**config.mk**
```make
export PLATFORM = sky130hd
export DESIGN_NAME = cmp_config_mc
export DESIGN_NICKNAME = d
export VERILOG_FILES = /design/src/rtl/cmp_config_mc.sv
export SDC_FILE = /design/constraint.sdc
export NUM_CORES = 1
export LEC_CHECK = 0
export BUFFER_PORTS_ARGS = -buffer_cell sky130_fd_sc_hd__buf_2
export CORE_MARGIN = 2
export CORE_UTILIZATION = 58
export CTS_CLUSTER_DIAMETER = 100
export DETAILED_ROUTE_END_ITERATION = 6
export PLACE_DENSITY = 0.89
export SLEW_MARGIN = 30
export SYNTH_ARGS = -nofsm -noshare
export SYNTH_HDL_FRONTEND = slang
export SYNTH_SLANG_ARGS = --single-unit
```
**constraint.sdc**
```tcl
create_clock -name clk -period 3.6 [get_ports clk]
set_input_delay 0.36 -clock clk [delete_from_list [all_inputs] [get_ports clk]]
set_output_delay 0.36 -clock clk [all_outputs]
set_load 0.03 [all_outputs]
```
**src/rtl/cmp_config_mc.sv**
```systemverilog
// Comparator configuration parser: turns the pkt_comm configuration byte stream
// into comparator hash-table rows plus the binary-search start address and step.
module cmp_config_mc #(
    parameter int unsigned SALT_BYTES = 2,
    parameter int unsigned SALT_BITS  = 12,
    parameter int unsigned ITER_EN    = 0,
    parameter int unsigned HASH_BITS  = 35,
    parameter int unsigned ADDR_BITS  = 12,
    parameter logic [7:0]  MAGIC      = 8'hCC
) (
    input  logic                 clk,
    input  logic                 rst_n,
    input  logic [7:0]           din,
    input  logic                 wr_en,
    output logic                 full,
    output logic [SALT_BITS-1:0] salt_out,
    output logic [31:0]          iter_out,
    output logic [ADDR_BITS-2:0] read_addr_start,
    output logic [ADDR_BITS-2:0] addr_diff_start,
    output logic                 out_valid,
    input  logic                 out_ready,
    output logic [HASH_BITS-1:0] hash_out,
    output logic [ADDR_BITS-1:0] hash_addr_out,
    output logic                 hash_valid,
    output logic                 hash_end,
    output logic                 new_cmp_config,
    input  logic                 config_applied,
    output logic                 error
);

    localparam int unsigned HASH_BYTES = (HASH_BITS + 7) / 8;
    localparam int unsigned HASH_W8    = 8 * HASH_BYTES;
    localparam int unsigned SALT_W8    = 8 * SALT_BYTES;
    localparam int unsigned HBUF_W     = HASH_W8 - 8;
    localparam int unsigned SBUF_W     = SALT_W8 - 8;
    localparam int unsigned SA_BITS    = ADDR_BITS - 1;
    localparam int unsigned CNT_W      = ADDR_BITS + 1;
    localparam int unsigned MAX_ROWS   = (1 << ADDR_BITS) - 1;

    typedef enum logic [2:0] {
        S_SALT, S_ITER, S_NUM, S_HASH, S_FILL, S_MAGIC, S_ERROR
    } state_t;

    state_t               state;
    logic [7:0]           byte_idx;
    logic [SBUF_W-1:0]    salt_buf;
    logic [HBUF_W-1:0]    hash_buf;
    logic [7:0]           num_lo;
    logic [ADDR_BITS-1:0] num_rows;
    logic [ADDR_BITS-1:0] prev_rows;
    logic [ADDR_BITS-1:0] count;
    logic [HASH_BITS-1:0] prev_hash;
    logic                 have_prev;
    logic                 configured;
    logic                 applied_q;
    logic                 end_sent;
    logic                 end_done;

    logic                 accept_c;
    logic                 load_ok_c;
    logic                 fill_end_c;
    logic [SALT_W8-1:0]   salt_word_c;
    logic [HASH_W8-1:0]   hash_word_c;
    logic [15:0]          num_c;
    logic [SA_BITS-1:0]   start_c;
    logic [SA_BITS-1:0]   diff_c;
    logic [ADDR_BITS-1:0] fill_limit_c;
    logic [CNT_W-1:0]     count_p1_c;

    // Set every bit below the highest set bit.
    function automatic logic [SA_BITS-1:0] smear(input logic [SA_BITS-1:0] x);
        logic [SA_BITS-1:0] r;
        r = x;
        for (int i = 1; i < int'(SA_BITS); i++) begin
            r = r | (x >> i);
        end
        return r;
    endfunction

    assign full = out_valid || (state == S_FILL) || (state == S_ERROR);

    always_comb begin
        accept_c     = wr_en && !full;
        load_ok_c    = !out_valid || out_ready;
        salt_word_c  = {din, salt_buf};
        hash_word_c  = {din, hash_buf};
        num_c        = {din, num_lo};
        start_c      = smear(num_c[ADDR_BITS-1:1]);
        diff_c       = start_c ^ (start_c >> 1);
        // Unconfigured tables are filled to the last usable row.
        fill_limit_c = configured ? prev_rows : ADDR_BITS'(MAX_ROWS);
        count_p1_c   = {1'b0, count} + CNT_W'(1);
        fill_end_c   = count_p1_c >= {1'b0, fill_limit_c};
    end

    always_ff @(posedge clk or negedge rst_n) begin
        if (!rst_n) begin
            state           <= S_SALT;
            byte_idx        <= '0;
            salt_buf        <= '0;
            hash_buf        <= '0;
            num_lo          <= '0;
            num_rows        <= '0;
            prev_rows       <= '0;
            count           <= '0;
            prev_hash       <= '0;
            have_prev       <= 1'b0;
            configured      <= 1'b0;
            applied_q       <= 1'b0;
            end_sent        <= 1'b0;
            end_done        <= 1'b0;
            salt_out        <= '0;
            iter_out        <= '0;
            read_addr_start <= '1;
            addr_diff_start <= {1'b1, {(SA_BITS-1){1'b0}}};
            out_valid       <= 1'b0;
            hash_out        <= '0;
            hash_addr_out   <= '0;
            hash_valid      <= 1'b0;
            hash_end        <= 1'b0;
            new_cmp_config  <= 1'b0;
            error           <= 1'b0;
        end else begin
            if (config_applied && new_cmp_config) begin
                applied_q      <= 1'b1;
                new_cmp_config <= 1'b0;
            end

            if (out_valid && out_ready) begin
                out_valid <= 1'b0;
                if (hash_end) begin
                    end_done <= 1'b1;
                end
            end

            case (state)
                S_SALT: if (accept_c) begin
                    if (32'(byte_idx) == SALT_BYTES - 1) begin
                        byte_idx <= '0;
                        if ((salt_word_c >> SALT_BITS) != '0) begin
                            state <= S_ERROR;
                            error <= 1'b1;
                        end else begin
                            salt_out <= salt_word_c[SALT_BITS-1:0];
                            state    <= (ITER_EN != 0) ? S_ITER : S_NUM;
                        end
                    end else begin
                        salt_buf <= (salt_buf >> 8) | (SBUF_W'(din) << (SBUF_W - 8));
                        byte_idx <= byte_idx + 8'd1;
                    end
                end

                S_ITER: if (accept_c) begin
                    iter_out <= {din, iter_out[31:8]};
                    if (byte_idx == 8'd3) begin
                        byte_idx <= '0;
                        state    <= S_NUM;
                    end else begin
                        byte_idx <= byte_idx + 8'd1;
                    end
                end

                S_NUM: if (accept_c) begin
                    if (byte_idx == 8'd0) begin
                        num_lo   <= din;
                        byte_idx <= 8'd1;
                    end else begin
                        byte_idx <= '0;
                        if (num_c == 16'd0 || 32'(num_c) > MAX_ROWS) begin
                            state <= S_ERROR;
                            error <= 1'b1;
                        end else begin
                            num_rows        <= ADDR_BITS'(num_c);
                            new_cmp_config  <= 1'b1;
                            read_addr_start <= start_c;
                            addr_diff_start <= diff_c;
                            count           <= '0;
                            have_prev       <= 1'b0;
                            state           <= S_HASH;
                        end
                    end
                end

                S_HASH: if (accept_c) begin
                    if (32'(byte_idx) == HASH_BYTES - 1) begin
                        byte_idx <= '0;
                        if ((hash_word_c >> HASH_BITS) != '0) begin
                            state <= S_ERROR;
                            error <= 1'b1;
                        end else if (have_prev && hash_word_c[HASH_BITS-1:0] <= prev_hash) begin
                            state <= S_ERROR;
                            error <= 1'b1;
                        end else begin
                            prev_hash     <= hash_word_c[HASH_BITS-1:0];
                            have_prev     <= 1'b1;
                            out_valid     <= 1'b1;
                            hash_out      <= hash_word_c[HASH_BITS-1:0];
                            hash_addr_out <= count;
                            hash_valid    <= 1'b1;
                            hash_end      <= 1'b0;
                            count         <= count + 1'b1;
                            if (count + 1'b1 == num_rows) begin
                                end_sent <= 1'b0;
                                end_done <= 1'b0;
                                state    <= S_FILL;
                            end
                        end
                    end else begin
                        hash_buf <= (hash_buf >> 8) | (HBUF_W'(din) << (HBUF_W - 8));
                        byte_idx <= byte_idx + 8'd1;
                    end
                end

                S_FILL: begin
                    // The end row never advances the counter past the last row.
                    if (!end_sent && load_ok_c) begin
                        out_valid     <= 1'b1;
                        hash_out      <= '0;
                        hash_addr_out <= count;
                        hash_valid    <= 1'b0;
                        hash_end      <= fill_end_c;
                        if (fill_end_c) begin
                            end_sent <= 1'b1;
                        end else begin
                            count <= count + 1'b1;
                        end
                    end
                    if (end_done && applied_q) begin
                        applied_q <= 1'b0;
                        state     <= S_MAGIC;
                    end
                end

                S_MAGIC: if (accept_c) begin
                    if (din == MAGIC) begin
                        prev_rows  <= num_rows;
                        configured <= 1'b1;
                        state      <= S_SALT;
                    end else begin
                        state <= S_ERROR;
                        error <= 1'b1;
                    end
                end

                S_ERROR: state <= S_ERROR;

                default: begin
                    state <= S_ERROR;
                    error <= 1'b1;
                end
            endcase
        end
    end

endmodule

```
Word-level counts from Yosys, hierarchy flattened
Cells that the tools add are included.
- bitwise gates (word level): 20
- $add $sub $neg: 3
- muxes and demuxes: 109
- reductions and logical operators: 38
- order comparisons: 3
- equality and inequality tests: 33
- operators with widths (cell ; count):
    $mux 12 ; 15
    $mux 35 ; 5
    $pmux 35 s2 ; 1
    $mux 8 ; 7
    $mux 1 ; 55
    $mux 3 ; 16
    $reduce_bool 40->1 ; 1
    $ne 2x2->1 const B ; 18
    $pmux 12 s3 ; 1
    $le 35x35->1 ; 1
    $or 24x32->32 ; 1
    $pmux 8 s4 ; 1
    $pmux 12 s2 ; 1
    $pmux 3 s6 ; 1
    $gt 16x12->1 const B ; 1
    $logic_not 16->1 ; 1
    $reduce_and 8->1 ; 2
    $reduce_bool 16->1 ; 1
    $add 12x1->13 const B ; 1
    $ge 13x12->1 ; 1
    $add 12x1->12 const B ; 1
    $eq 12x12->1 ; 1
    $reduce_and 12->1 ; 1
    $reduce_and 3->1 ; 4
    other kinds (40) ; 68
- flip-flop bits (word level): 253
- input bits: 13

Depth between registers and ports, before layout
- depth after elaboration: 11
- depth in mapped cells: 16
- gate-level depth less buffers: 13

Worst setup path before layout
OpenSTA, ideal clock, no wires.
- path type: register to register
- from: register count[0]
- to: register count[0]
- slack: 284 ps
- arrival: 3234 ps
- stages on the path, launching flop included: 14
- path buffers: 2
- data required time: 3518 ps
- cell sequence: dfrtp_1 ha_1 clkbuf_1 nand3_1 xnor2_1 ha_1 and4_1 a221oi_1 a2111oi_2 or2_1 a211oi_4 buf_2 nor2_1 a31oi_1
- longest elaborated chain between the ends: 6
- RTL lines (element ; RTL line ; text):
    start, declared ; 51 ; logic [ADDR_BITS-1:0] count;
    start signal, assigned ; 201 ; count <= count + 1'b1;
    start signal, assigned ; 225 ; count <= count + 1'b1;
    parallel branches: the longest is 6 deep, another holds $add 12x1->13 ; n/a ;
Several ways; the timed one is not identified. The select of a mux whose other input is x is not followed.
A chain may end at the register's enable or synchronous reset.

Worst setup path in the final report
- from: register count[3]
- to: register count[11]
The elaborated chain is that of the path after synthesis.

==> results.txt <==
----------------------------------------------------
[Finish]
  Layout overhead on the synthesized area ... 16.63%
  Nets ... 1258
  Antenna diode count ... 0
  Final standard cell utilization of the core ... 69.00%
  Share of layout cells above drive strength 1 ... approximately a third

[Power and ir drop]
  Switch Pwr ... 2234 µW
  Sequential share of power ... 43.0%
  Cell internal pwr ... 5180 µW
  Leak pwr ... 0.007064 µW
  Gate power share ... a little under a fifth
  Power per unit of standard cell area ... around 530 nW/µm²
  Switching Fraction ... 30.13%
  Clock network power share ... 37.8%
  Maximum VDD drop ... 491.6 µV

[Worst hold path]
  Hold Crit Class ... input pin to flop

[GRT]
  Remaining global-route overflow ... 0
  Wire length of the first global-routing pass ... 46110 µm
  Largest net degree at the start of global routing ... a little over 100
  Initial antenna violation count ... 0
  Vias in the first global route ... 8894
  Global router's overall resource usage ... 26.23%

[Yosys]
  Largest family of logic cells by synthesized area ... multiplexers
  Total standard cell area after synthesis ... 11970 µm²
  Compound-Gate Fraction of Synth Area ... 9.061%
  Proportion of synthesized area in mux cells ... 15.51%
  Syn Area/Cell ... ~11 µm²
  Simple-gate portion of the synthesized area ... 12.24%
  XOR/XNOR share of the synthesized area ... 1.599%
  Total of warnings raised by yosys ... 0
  Number of distinct standard cells referenced by the synthesized netlist ... 66
  Post-Syn Instances ... 1054
  Ys async rst share ... 100.0%
  Sequential area share after synthesis ... approximately 53%
  Count of flip-flops with a built-in enable after synthesis ... 0
  Prevailing post-synth register cell ... sky130_fd_sc_hd__dfrtp_1
  Syn nets ... 1118
  Register bit count reported by yosys ... 252
  Adder-cell share of the synthesized area ... under 10%

[Drt]
  Number of vias per cell after detailed routing ... 5.848
  Number of violations reported at the end of detailed-routing iteration 0 ... roughly 620
  Number of routed nets with antenna violations ... 0
  Aggregate routed wire length ... approximately 28000 µm
  Via count ... 8679
  DRC violation count after routing ... 0
  Mean routed wirelength per cell ... about 19 µm
  First-pass iteration count of the detailed router ... 5

[Placed design]
  # port buffers ... 131
  Placer's final routability congestion estimate ... 0.9385
  Post-DP HPWL ... 19200 µm

[Timing]
  Slew headroom ... 50.80%
  Setup TNS ... 0 ns
  Achievable Freq ... 295.9 MHz
  Minimum clock period ... 3.380 ns
  Worst-margin pin slew ... 0.7380 ns
  Final-report hold violation count ... 0
  Worst clock skew on the final layout ... roughly 0.013 ns
  Fin crit share ... 93.89%
  Final setup fails ... 0
  Pins over their slew limit ... 0
  Unrepaired setup endpoints after global routing ... no

[Worst setup path]
  Endpoint required time on the critical path ... 4.00 ns
  Critical path buffer and inverter count ... 1
  Stage delay of the slowest cell on the critical path ... between 0.4 and 0.5 ns
  Origin of the critical flop-to-flop path ... count[3]
  Arr. time, crit path ... about 3.8 ns
  Peak fanout along the critical path ... 19
  CP max-delay cell ... sky130_fd_sc_hd__dfrtp_1
  CP Launch Point ... count[3]
  Worst reg2reg endpoint ... count[11]
  WP depth ... 13
  Cell-by-cell listing of the critical path ... and4_4, and3_4, xor2_2, ha_1, and4_1, nand2_1, a21o_1, a2111oi_2, or2_1, a211oi_4, buf_4, and3_1, a221o_1
  Crit path kind ... flop to flop
  Last element of the critical path ... count[11]
  Internal reg-to-reg setup slack ... 0.22 ns
  Reg2reg path depth ... 13
  Type of element launching the critical path ... flop
  Worst path top cell family by delay ... simple AND/OR/NAND/NOR gates
  Capturing element type of the critical path ... flop

[Floorplanning]
  Site Rows ... 52
  # IOs ... about 130
  Die ar. ... around 22000 µm²
  Die X-Extent ... 147.7 µm
  Die span in y ... 147.7 µm
  Core ar. ... about 20000 µm²
  Initial standard-cell utilization of the core ... 59.16%

[Clock network]
  Buffer count from post-CTS setup fixing ... 0
  Clk_lat worst skew ... 0.53 ns
  Clock Root Buffer ... sky130_fd_sc_hd__clkbuf_16
  TritonCTS clock tree ... done
  Buffer levels on the longest clock path ... 3
  Worst-path clk slew ... 0.06 ns
  Clock sinks ... roughly 250
  Total CTS buffers ... 26
  Deepest level of the CTS H-tree ... 1

[Job]
  Max Cap Viol ... 0

[Status]
  Status ... complete, no violations

----------------------------------------------------
[registers in the layout (all words and copies together), names as in the netlist, 32 cells and up]
register and count:
hash_out 35, prev_hash 35, hash_buf 32, iter_out 32
[synth_stat cells (4+ instances only)]
master | instances | share of area [%]
sky130_fd_sc_hd__o21ai_0 | 83 | 3.5
sky130_fd_sc_hd__and2_1 | 6 | 0.31
sky130_fd_sc_hd__nor2b_1 | 26 | 1.4
sky130_fd_sc_hd__buf_1 | 6 | 0.19
sky130_fd_sc_hd__a21o_1 | 9 | 0.56
sky130_fd_sc_hd__nand2_1 | 139 | 4.4
sky130_fd_sc_hd__a22o_1 | 4 | 0.29
sky130_fd_sc_hd__a31oi_1 | 6 | 0.31
sky130_fd_sc_hd__dfrtp_1 | 241 | 50
sky130_fd_sc_hd__buf_2 | 17 | 0.71
sky130_fd_sc_hd__mux2_2 | 162 | 15
sky130_fd_sc_hd__and3_1 | 8 | 0.42
sky130_fd_sc_hd__a221o_1 | 7 | 0.59
sky130_fd_sc_hd__nor3_1 | 15 | 0.63
sky130_fd_sc_hd__inv_1 | 43 | 1.3
sky130_fd_sc_hd__clkbuf_1 | 26 | 0.82
sky130_fd_sc_hd__and4_1 | 5 | 0.37
sky130_fd_sc_hd__nor2_1 | 32 | 1.0
sky130_fd_sc_hd__a21oi_1 | 28 | 1.2
sky130_fd_sc_hd__xor2_1 | 6 | 0.44
sky130_fd_sc_hd__nand3_1 | 15 | 0.63
sky130_fd_sc_hd__o31ai_1 | 5 | 0.31
sky130_fd_sc_hd__ha_1 | 51 | 5.3
sky130_fd_sc_hd__nand2b_1 | 9 | 0.47
sky130_fd_sc_hd__or3_1 | 4 | 0.21
sky130_fd_sc_hd__nand4_1 | 15 | 0.78
sky130_fd_sc_hd__dfstp_2 | 11 | 2.4
sky130_fd_sc_hd__nor4_1 | 6 | 0.31
sky130_fd_sc_hd__and3b_1 | 4 | 0.29
sky130_fd_sc_hd__xnor2_1 | 14 | 1.0
[layer usage]
metal,track usage [%],share of wire [%]
met1,35.54,42
met5,0,0
met4,10.38,3.6
met3,3.549,5.4
met2,43.30,49
[final cells by class]
cell class                      instances  area, µm²
Multi-Input combinational cell        705       5269
Clock inverter                         11      125.1
Timing Repair Buffer                  166      955.9
Tap cell                              270      337.8
Fill cell                            1424       6272
Inverter                               43      161.4
Clock buffer                           37      793.3
Sequential cell                       252       6320
[power groups by stage]
stage	clock (µW)	sequential [µW]	combinational, µW
after floorplan	0	3290	867
final	2800	3190	1430
after detailed placement	0	3230	1410
after CTS	2840	3180	1430
after global routing	2960	3210	1570
after global placement	0	3210	1380
[placed cells by master, fill, tap and decap left out, drive strengths merged, types with 3 or more instances in the layout]
cell type / instances
a21o: 9
a21oi: 28
a221o: 7
a22o: 4
a31oi: 6
and2: 6
and3: 9
and3b: 4
and4: 6
buf: 165
clkbuf: 37
clkinv: 4
clkinvlp: 4
dfrtp: 241
dfstp: 11
ha: 51
inv: 44
mux2: 164
nand2: 139
nand2b: 9
nand3: 16
nand4: 15
nor2: 33
nor2b: 26
nor3: 15
nor4: 6
o2111ai: 3
o21a: 3
o21ai: 85
o31ai: 5
or3: 4
or4: 3
xnor2: 14
xor2: 7
[how the worst min path moves through the flow]
stage	from	end	slack (ns)	cells past startpoint
finish	config_applied	new_cmp_config	0.07	2
global route	config_applied	new_cmp_config	0.05	2
CTS	config_applied	new_cmp_config	0.05	2
detailed placement	rst_n	addr_diff_start[2]	0.45	1
global placement	rst_n	addr_diff_start[2]	0.44	1
floorplan	rst_n	addr_diff_start[0]	0.06	0
[cells by family after synthesis]
kind of cell,Yosys count
xor gates and xnor gates,21
DFF,252
AOI/OAI and AO/OA,170
buffers and inverters,97
adders and majority gates,51
and+or+nand+nor,298
muxes,165
[through the flow]
step                      std cells  power, µW  area [µm²]  setup slack [ns]  hold slack (ns)
after floorplan                1054       4156       11970            0.2839          0.06441
after global placement         1435       4591       13020            0.2515           0.4402
after detailed placement       1435       4641       13020            0.1163           0.4526
after CTS                      1484       7448       13950           0.09865          0.04873
after global routing           1484       7736       13960           0.01412          0.05077
final                          1484       7414       13960            0.2200          0.06565
[timing repair]
| item | CTS | global route |
|---|---|---|
| gates resized for setup | 0 | 3 |
| hold buffers | 1 | 0 |
| hold endpoints to repair | 88 | 0 |
| endpoints found under the setup margin | 0 | 24 |
No activity file was read; power rests on OpenSTA's default activity.
